`src/rtl/servo_pkg.sv`:
```
// Shared types and sign-magnitude helpers for the servo command path.
package servo_pkg;

  localparam int unsigned CMD_W     = 8;
  localparam logic        MOV_LEFT  = 1'b0;
  localparam logic        MOV_RIGHT = 1'b1;

  typedef enum logic {
    IDLE,
    RAMP
  } ramp_state_e;

  // Left 0 and right 0 both land on zero.
  function automatic logic signed [CMD_W-1:0] sm_to_signed(input logic [CMD_W-1:0] sm);
    logic signed [CMD_W-1:0] mag;
    mag = {1'b0, sm[CMD_W-2:0]};
    return (sm[CMD_W-1] == MOV_RIGHT) ? mag : -mag;
  endfunction

  function automatic logic [CMD_W-1:0] signed_to_sm(input logic signed [CMD_W-1:0] v);
    if (v > 0) begin
      return {MOV_RIGHT, v[CMD_W-2:0]};
    end else if (v < 0) begin
      return {MOV_LEFT, (CMD_W-1)'(-v)};
    end
    return '0;
  endfunction

endpackage

```
`src/rtl/btn_debounce.sv`:
```
// Pushbutton conditioner: 2-FF synchronizer, stability counter and rising-edge pulse.
module btn_debounce #(
  parameter int unsigned DEBOUNCE_CYCLES = 500_000
) (
  input  logic clk,
  input  logic rst,
  input  logic btn_raw,
  output logic level,
  output logic rise
);

  localparam int unsigned CW = $clog2(DEBOUNCE_CYCLES + 1);
  localparam logic [CW-1:0] CNT_LAST = CW'(DEBOUNCE_CYCLES - 1);

  logic          s1_q, s2_q, prev_q, level_q, rise_q;
  logic          level_d, rise_d;
  logic [CW-1:0] cnt_q, cnt_d;

  // The counter saturates at CNT_LAST so a long-held level stays accepted.
  always_comb begin
    cnt_d   = cnt_q;
    level_d = level_q;
    if (s2_q != prev_q) begin
      cnt_d = '0;
    end else if (cnt_q == CNT_LAST) begin
      level_d = s2_q;
    end else begin
      cnt_d = cnt_q + 1'b1;
    end
    rise_d = level_d & ~level_q;
  end

  always_ff @(posedge clk or negedge rst) begin
    if (!rst) begin
      s1_q    <= 1'b0;
      s2_q    <= 1'b0;
      prev_q  <= 1'b0;
      cnt_q   <= '0;
      level_q <= 1'b0;
      rise_q  <= 1'b0;
    end else begin
      s1_q    <= btn_raw;
      s2_q    <= s1_q;
      prev_q  <= s2_q;
      cnt_q   <= cnt_d;
      level_q <= level_d;
      rise_q  <= rise_d;
    end
  end

  assign level = level_q;
  assign rise  = rise_q;

endmodule

```
`src/rtl/servo_cmd_ramp.sv`:
```
// Captures a debounced target and slews the servo command toward it in bounded steps,
// emitting one registered cmd/move update per divider tick.
module servo_cmd_ramp
  import servo_pkg::*;
#(
  parameter int unsigned DEBOUNCE_CYCLES = 500_000,
  parameter int unsigned STEP_CYCLES     = 1_000_000,
  parameter int unsigned STEP            = 4
) (
  input  logic             clk,
  input  logic             rst,
  input  logic [CMD_W-1:0] switches,
  input  logic             move_btn,
  output logic [CMD_W-1:0] cmd,
  output logic             move,
  output logic             busy,
  output logic             at_target
);

  localparam int unsigned DW = $clog2(STEP_CYCLES + 1);
  localparam logic [DW-1:0]    DIV_LAST = DW'(STEP_CYCLES - 1);
  localparam logic [CMD_W-1:0] STEP_MAG = CMD_W'(STEP);

  logic btn_level, btn_rise;
  logic accept, tick, step_en;

  logic [DW-1:0]           div_q, div_d;
  logic signed [CMD_W-1:0] cur_q, cur_d, tgt_q, tgt_d;
  logic signed [CMD_W:0]   diff;
  logic [CMD_W-1:0]        mag, step_mag;
  logic [CMD_W-1:0]        cmd_q, cmd_d;
  logic                    move_q, move_d, busy_q, busy_d, at_target_q, at_target_d;
  ramp_state_e             state_q, state_d;

  btn_debounce #(
    .DEBOUNCE_CYCLES(DEBOUNCE_CYCLES)
  ) u_btn (
    .clk    (clk),
    .rst    (rst),
    .btn_raw(move_btn),
    .level  (btn_level),
    .rise   (btn_rise)
  );

  // The step is computed against the post-accept target, so a retarget that
  // coincides with a tick is applied to that very tick.
  always_comb begin
    accept   = btn_rise & btn_level;
    tick     = (div_q == DIV_LAST);
    div_d    = tick ? '0 : div_q + 1'b1;
    tgt_d    = accept ? sm_to_signed(switches) : tgt_q;
    diff     = {tgt_d[CMD_W-1], tgt_d} - {cur_q[CMD_W-1], cur_q};
    mag      = diff[CMD_W] ? CMD_W'(-diff) : diff[CMD_W-1:0];
    step_mag = (mag > STEP_MAG) ? STEP_MAG : mag;
    step_en  = tick && (diff != 0) && ((state_q == RAMP) || accept);

    cur_d  = cur_q;
    cmd_d  = cmd_q;
    move_d = 1'b0;
    if (step_en) begin
      cur_d  = diff[CMD_W] ? cur_q - step_mag : cur_q + step_mag;
      cmd_d  = signed_to_sm(cur_d);
      move_d = 1'b1;
    end

    state_d     = (cur_d != tgt_d) ? RAMP : IDLE;
    busy_d      = (cur_d != tgt_d);
    at_target_d = (cur_d == tgt_d);
  end

  always_ff @(posedge clk or negedge rst) begin
    if (!rst) begin
      div_q       <= '0;
      cur_q       <= '0;
      tgt_q       <= '0;
      cmd_q       <= '0;
      move_q      <= 1'b0;
      busy_q      <= 1'b0;
      at_target_q <= 1'b1;
      state_q     <= IDLE;
    end else begin
      div_q       <= div_d;
      cur_q       <= cur_d;
      tgt_q       <= tgt_d;
      cmd_q       <= cmd_d;
      move_q      <= move_d;
      busy_q      <= busy_d;
      at_target_q <= at_target_d;
      state_q     <= state_d;
    end
  end

  assign cmd       = cmd_q;
  assign move      = move_q;
  assign busy      = busy_q;
  assign at_target = at_target_q;

endmodule

```
`config.mk`:
```
export PLATFORM = sky130hd
export DESIGN_NAME = servo_cmd_ramp
export DESIGN_NICKNAME = d
export VERILOG_FILES = /design/src/rtl/servo_pkg.sv /design/src/rtl/btn_debounce.sv /design/src/rtl/servo_cmd_ramp.sv
export SDC_FILE = /design/constraint.sdc
export NUM_CORES = 1
export LEC_CHECK = 0
export ABC_AREA = 1
export CAP_MARGIN = 5
export CORE_UTILIZATION = 55
export DETAILED_ROUTE_END_ITERATION = 8
export PLACE_DENSITY = 0.77
export SYNTH_ARGS = -nofsm -noshare
export SYNTH_HDL_FRONTEND = slang
export SYNTH_SLANG_ARGS = --single-unit
```
`constraint.sdc`:
```
create_clock -name clk -period 9.4 [get_ports clk]
set_input_delay 1.88 -clock clk [delete_from_list [all_inputs] [get_ports clk]]
set_output_delay 1.88 -clock clk [all_outputs]
set_load 0.05 [all_outputs]
```
==> flow_metrics.env <==
export IMPL_run_status="finished clean"
export IMPL_syn_area_per_cell_um2=7.121
export IMPL_fmax_ghz=0.1299
export IMPL_pwr_share_clk_pct=45.2
export IMPL_ys_seq_area_share_pct=36.40
export IMPL_initial_core_util_pct=56.29
export IMPL_period_share_pct=81.90
export IMPL_cts_resized=0
export IMPL_grt_pass1_vias=4143
export IMPL_fin_skew_ns=0.01089
export IMPL_required_ns=9.63
export IMPL_yosysUniqueCellTypes=43
export IMPL_rows=34
export IMPL_ys_ff_latch=71
export IMPL_n_antenna_cell=0
export IMPL_clkSlewWorstSetupHoldPaths_ns=0.08
export IMPL_ff2ff_path_depth=35
export IMPL_dr_pass1_iters=4
export IMPL_nets=747
export IMPL_crit_top_cell="nand2_1"
export IMPL_synth_cell_area_um2=4885
export IMPL_syn2layout_area_growth_pct=10.81
export IMPL_io_pins=22
export IMPL_grt_overflow=0
export IMPL_wl_um=10840
export IMPL_rsz0062_at_grt="no"
export IMPL_p_sw_mw=0.1318
export IMPL_drive_gt1_share_pct=7.392
export IMPL_dieArea_um2=9262
export IMPL_antenna_found_initial=0
export IMPL_cp_top_family="simple AND/OR/NAND/NOR gates"
export IMPL_reg2reg_to="cmd[4]"
export IMPL_clockBufferDepth=2
export IMPL_cp_num_cells=37
export IMPL_drc=0
export IMPL_cp_slowest_cell="clkdlybuf4s50_1"
export IMPL_fin_setup_tns_ns=0
export IMPL_die_h_um=96.24
export IMPL_vias_per_cell=5.365
export IMPL_worst_slew_pin_slew_ns=0.8723
export IMPL_drv_slew=0
export IMPL_reg2reg_slack_ns=3.37
export IMPL_total_power_mw=0.6018
export IMPL_hold_start="u_btn.s1_q"
export IMPL_yosysWarnings=0
export IMPL_cts_inserted_buffers=9
export IMPL_cts_tree="done"
export IMPL_seq_area_um2=1778
export IMPL_post_cts_buffers=0
export IMPL_ir_worst_vdd_mv=0.09325
export IMPL_grt_usage_pct=25.76
export IMPL_clock_latency_ns=0.34
export IMPL_synth_nets=720
export IMPL_pre_cts_ws_ns=1.508
export IMPL_post_route_util_pct=62.37
export IMPL_n_fill_cell=784
export IMPL_path_class="primary input to register"
export IMPL_dr_first_iter_drc_count=207
export IMPL_pwr_share_comb_pct=3.6
export IMPL_multi_input_area_um2=2576
export IMPL_grt_pass1_wl_um=18220
export IMPL_power_density_nw_per_um2=111.2
export IMPL_max_stage_delay_ns=0.47
export IMPL_cts_sinks=71
export IMPL_startpoint="switches[2]"
export IMPL_p_int_mw=0.4700
export IMPL_synth_top_flop_cell="dfrtp_1"
export IMPL_dp_hpwl_um=8345
export IMPL_cts_hold_buf=0
export IMPL_critPathBufInv=5
export IMPL_setup_viol=0
export IMPL_hold_viol=0
export IMPL_timing_rr_start="u_btn.level"
export IMPL_crit_end="cmd[4]"
export IMPL_setup_slack_ns=1.702
export IMPL_cp_end_kind="register"
export IMPL_synthCells=686
export IMPL_htreeDepth=3
export IMPL_numPortBuffers=21
export IMPL_crit_fanout=13
export IMPL_worstPathArrival_ns=7.93
export IMPL_dieWidth_um=96.24
export IMPL_cp_start_kind="primary input"
export IMPL_final_cells=825
export IMPL_antenna_left=0
export IMPL_slew_headroom_pct=41.85
export IMPL_grt_max_degree=72
export IMPL_wl_per_cell_um=13.14
export IMPL_hp_class="register to register"
export IMPL_cts_root_buf="clkbuf_8"
export IMPL_leakage_nw=2.745
export IMPL_finalWeightedCongestion=0.9668
export IMPL_coreArea_um2=8678
export IMPL_synth_edf_count=0
export IMPL_sequentialPowerShare_pct=51.2
export IMPL_period_needed_ns=7.698
export IMPL_p_sw_share_pct=21.90
export IMPL_ys_async_sr_fraction_pct=100.0
export IMPL_dp_cells=810
export IMPL_dr_total_vias=4426
export IMPL_drv_cap=0
-- per-layer routing --
layer	routed length, µm	GRT usage, %
met1	5215	33.20
met2	4978	42.14
met3	394	5.529
met4	251	9.950
met5	0	0
-- state kept, by name, summed over array words and instances (netlist names) --
signal,count
u_btn.rise,1
u_btn.level,1
u_btn.s1_q,1
cmd,8
busy,1
move,1
div_q,20
u_btn.s2_q,1
at_target,1
cur_q,8
u_btn.prev_q,1
u_btn.cnt_q,19
tgt_q,8
-- cell type report --
class	count	area share (%)
Sequential cell	71	32.85
Timing Repair Buffer	22	3.930
Multi-Input combinational cell	478	47.60
Clock inverter	5	1.503
Clock buffer	10	2.543
Inverter	131	9.085
Tap cell	108	2.497
-- logic make-up after synthesis --
kind of cell	Yosys count	synth area share, %
buf+inv	137	10.86
xor+xnor	21	3.765
simple gates	347	32.63
fa+ha+maj	23	6.199
flops	71	36.40
compound gates	87	10.14
-- how the worst min path moves through the flow --
stage | endpoint | slack (ns) | cells after the start
after floorplan | u_btn.s2_q | 0.33 | 0
after global placement | u_btn.s2_q | 0.34 | 0
after detailed placement | u_btn.s2_q | 0.34 | 0
after CTS | u_btn.s2_q | 0.36 | 0
after global routing | u_btn.s2_q | 0.38 | 0
final | u_btn.s2_q | 0.36 | 0
-- metrics by stage --
step	instance area (µm²)	hold slack [ns]
after detailed placement	5194	0.3395
after CTS	5413	0.3620
after global routing	5413	0.3803
after floorplan	4885	0.3312
after global placement	5194	0.3358
final	5413	0.3612
-- Yosys cell counts, types with 5 or more instances --
cell type	number	area [µm²]
a21oi_1	29	145.1
nand3_1	52	260.3
xor2_1	15	131.4
xnor2_1	6	52.55
inv_1	127	476.7
nor4_1	8	50.05
nand4_1	18	112.6
nor2_2	7	43.79
nand2_1	165	619.3
dfrtp_1	70	1752
o21ai_0	35	175.2
ha_1	21	262.8
nand2_2	8	50.05
nor3_1	20	100.1
o21a_1	5	37.54
nor2_1	50	187.7
-- layout by cell type, fill, tap and decap left out, types with 2 or more instances in the layout --
cell	Yosys	layout
nand2_4	2	2
o21a_1	5	5
nand3_2	4	4
nand3b_1	4	4
o21bai_1	2	2
clkdlybuf4s50_1	0	20
o21ai_0	35	35
o21ai_1	4	4
a31oi_1	2	2
nor2_1	50	50
inv_2	4	4
nand2_2	8	8
xnor2_1	6	6
ha_1	21	21
nor2_4	2	2
nand4_1	18	18
or2_2	4	4
nand3_1	52	52
a21oi_1	29	29
xor2_1	15	15
dfrtp_1	70	70
nand2_1	165	165
nor4_1	8	8
nor3_1	20	20
nor2_2	7	7
fa_1	2	2
bufinv_16	0	2
inv_1	127	127
clkbuf_8	0	10
-- power groups by stage --
stage,registers (mW),clock network (mW),logic [mW]
after floorplan,0.314,0,0.00854
after global placement,0.314,0,0.0213
after detailed placement,0.314,0,0.0220
after CTS,0.308,0.278,0.0221
after global routing,0.308,0.291,0.0252
final,0.308,0.272,0.0216
(Power assumes the default switching activity.)
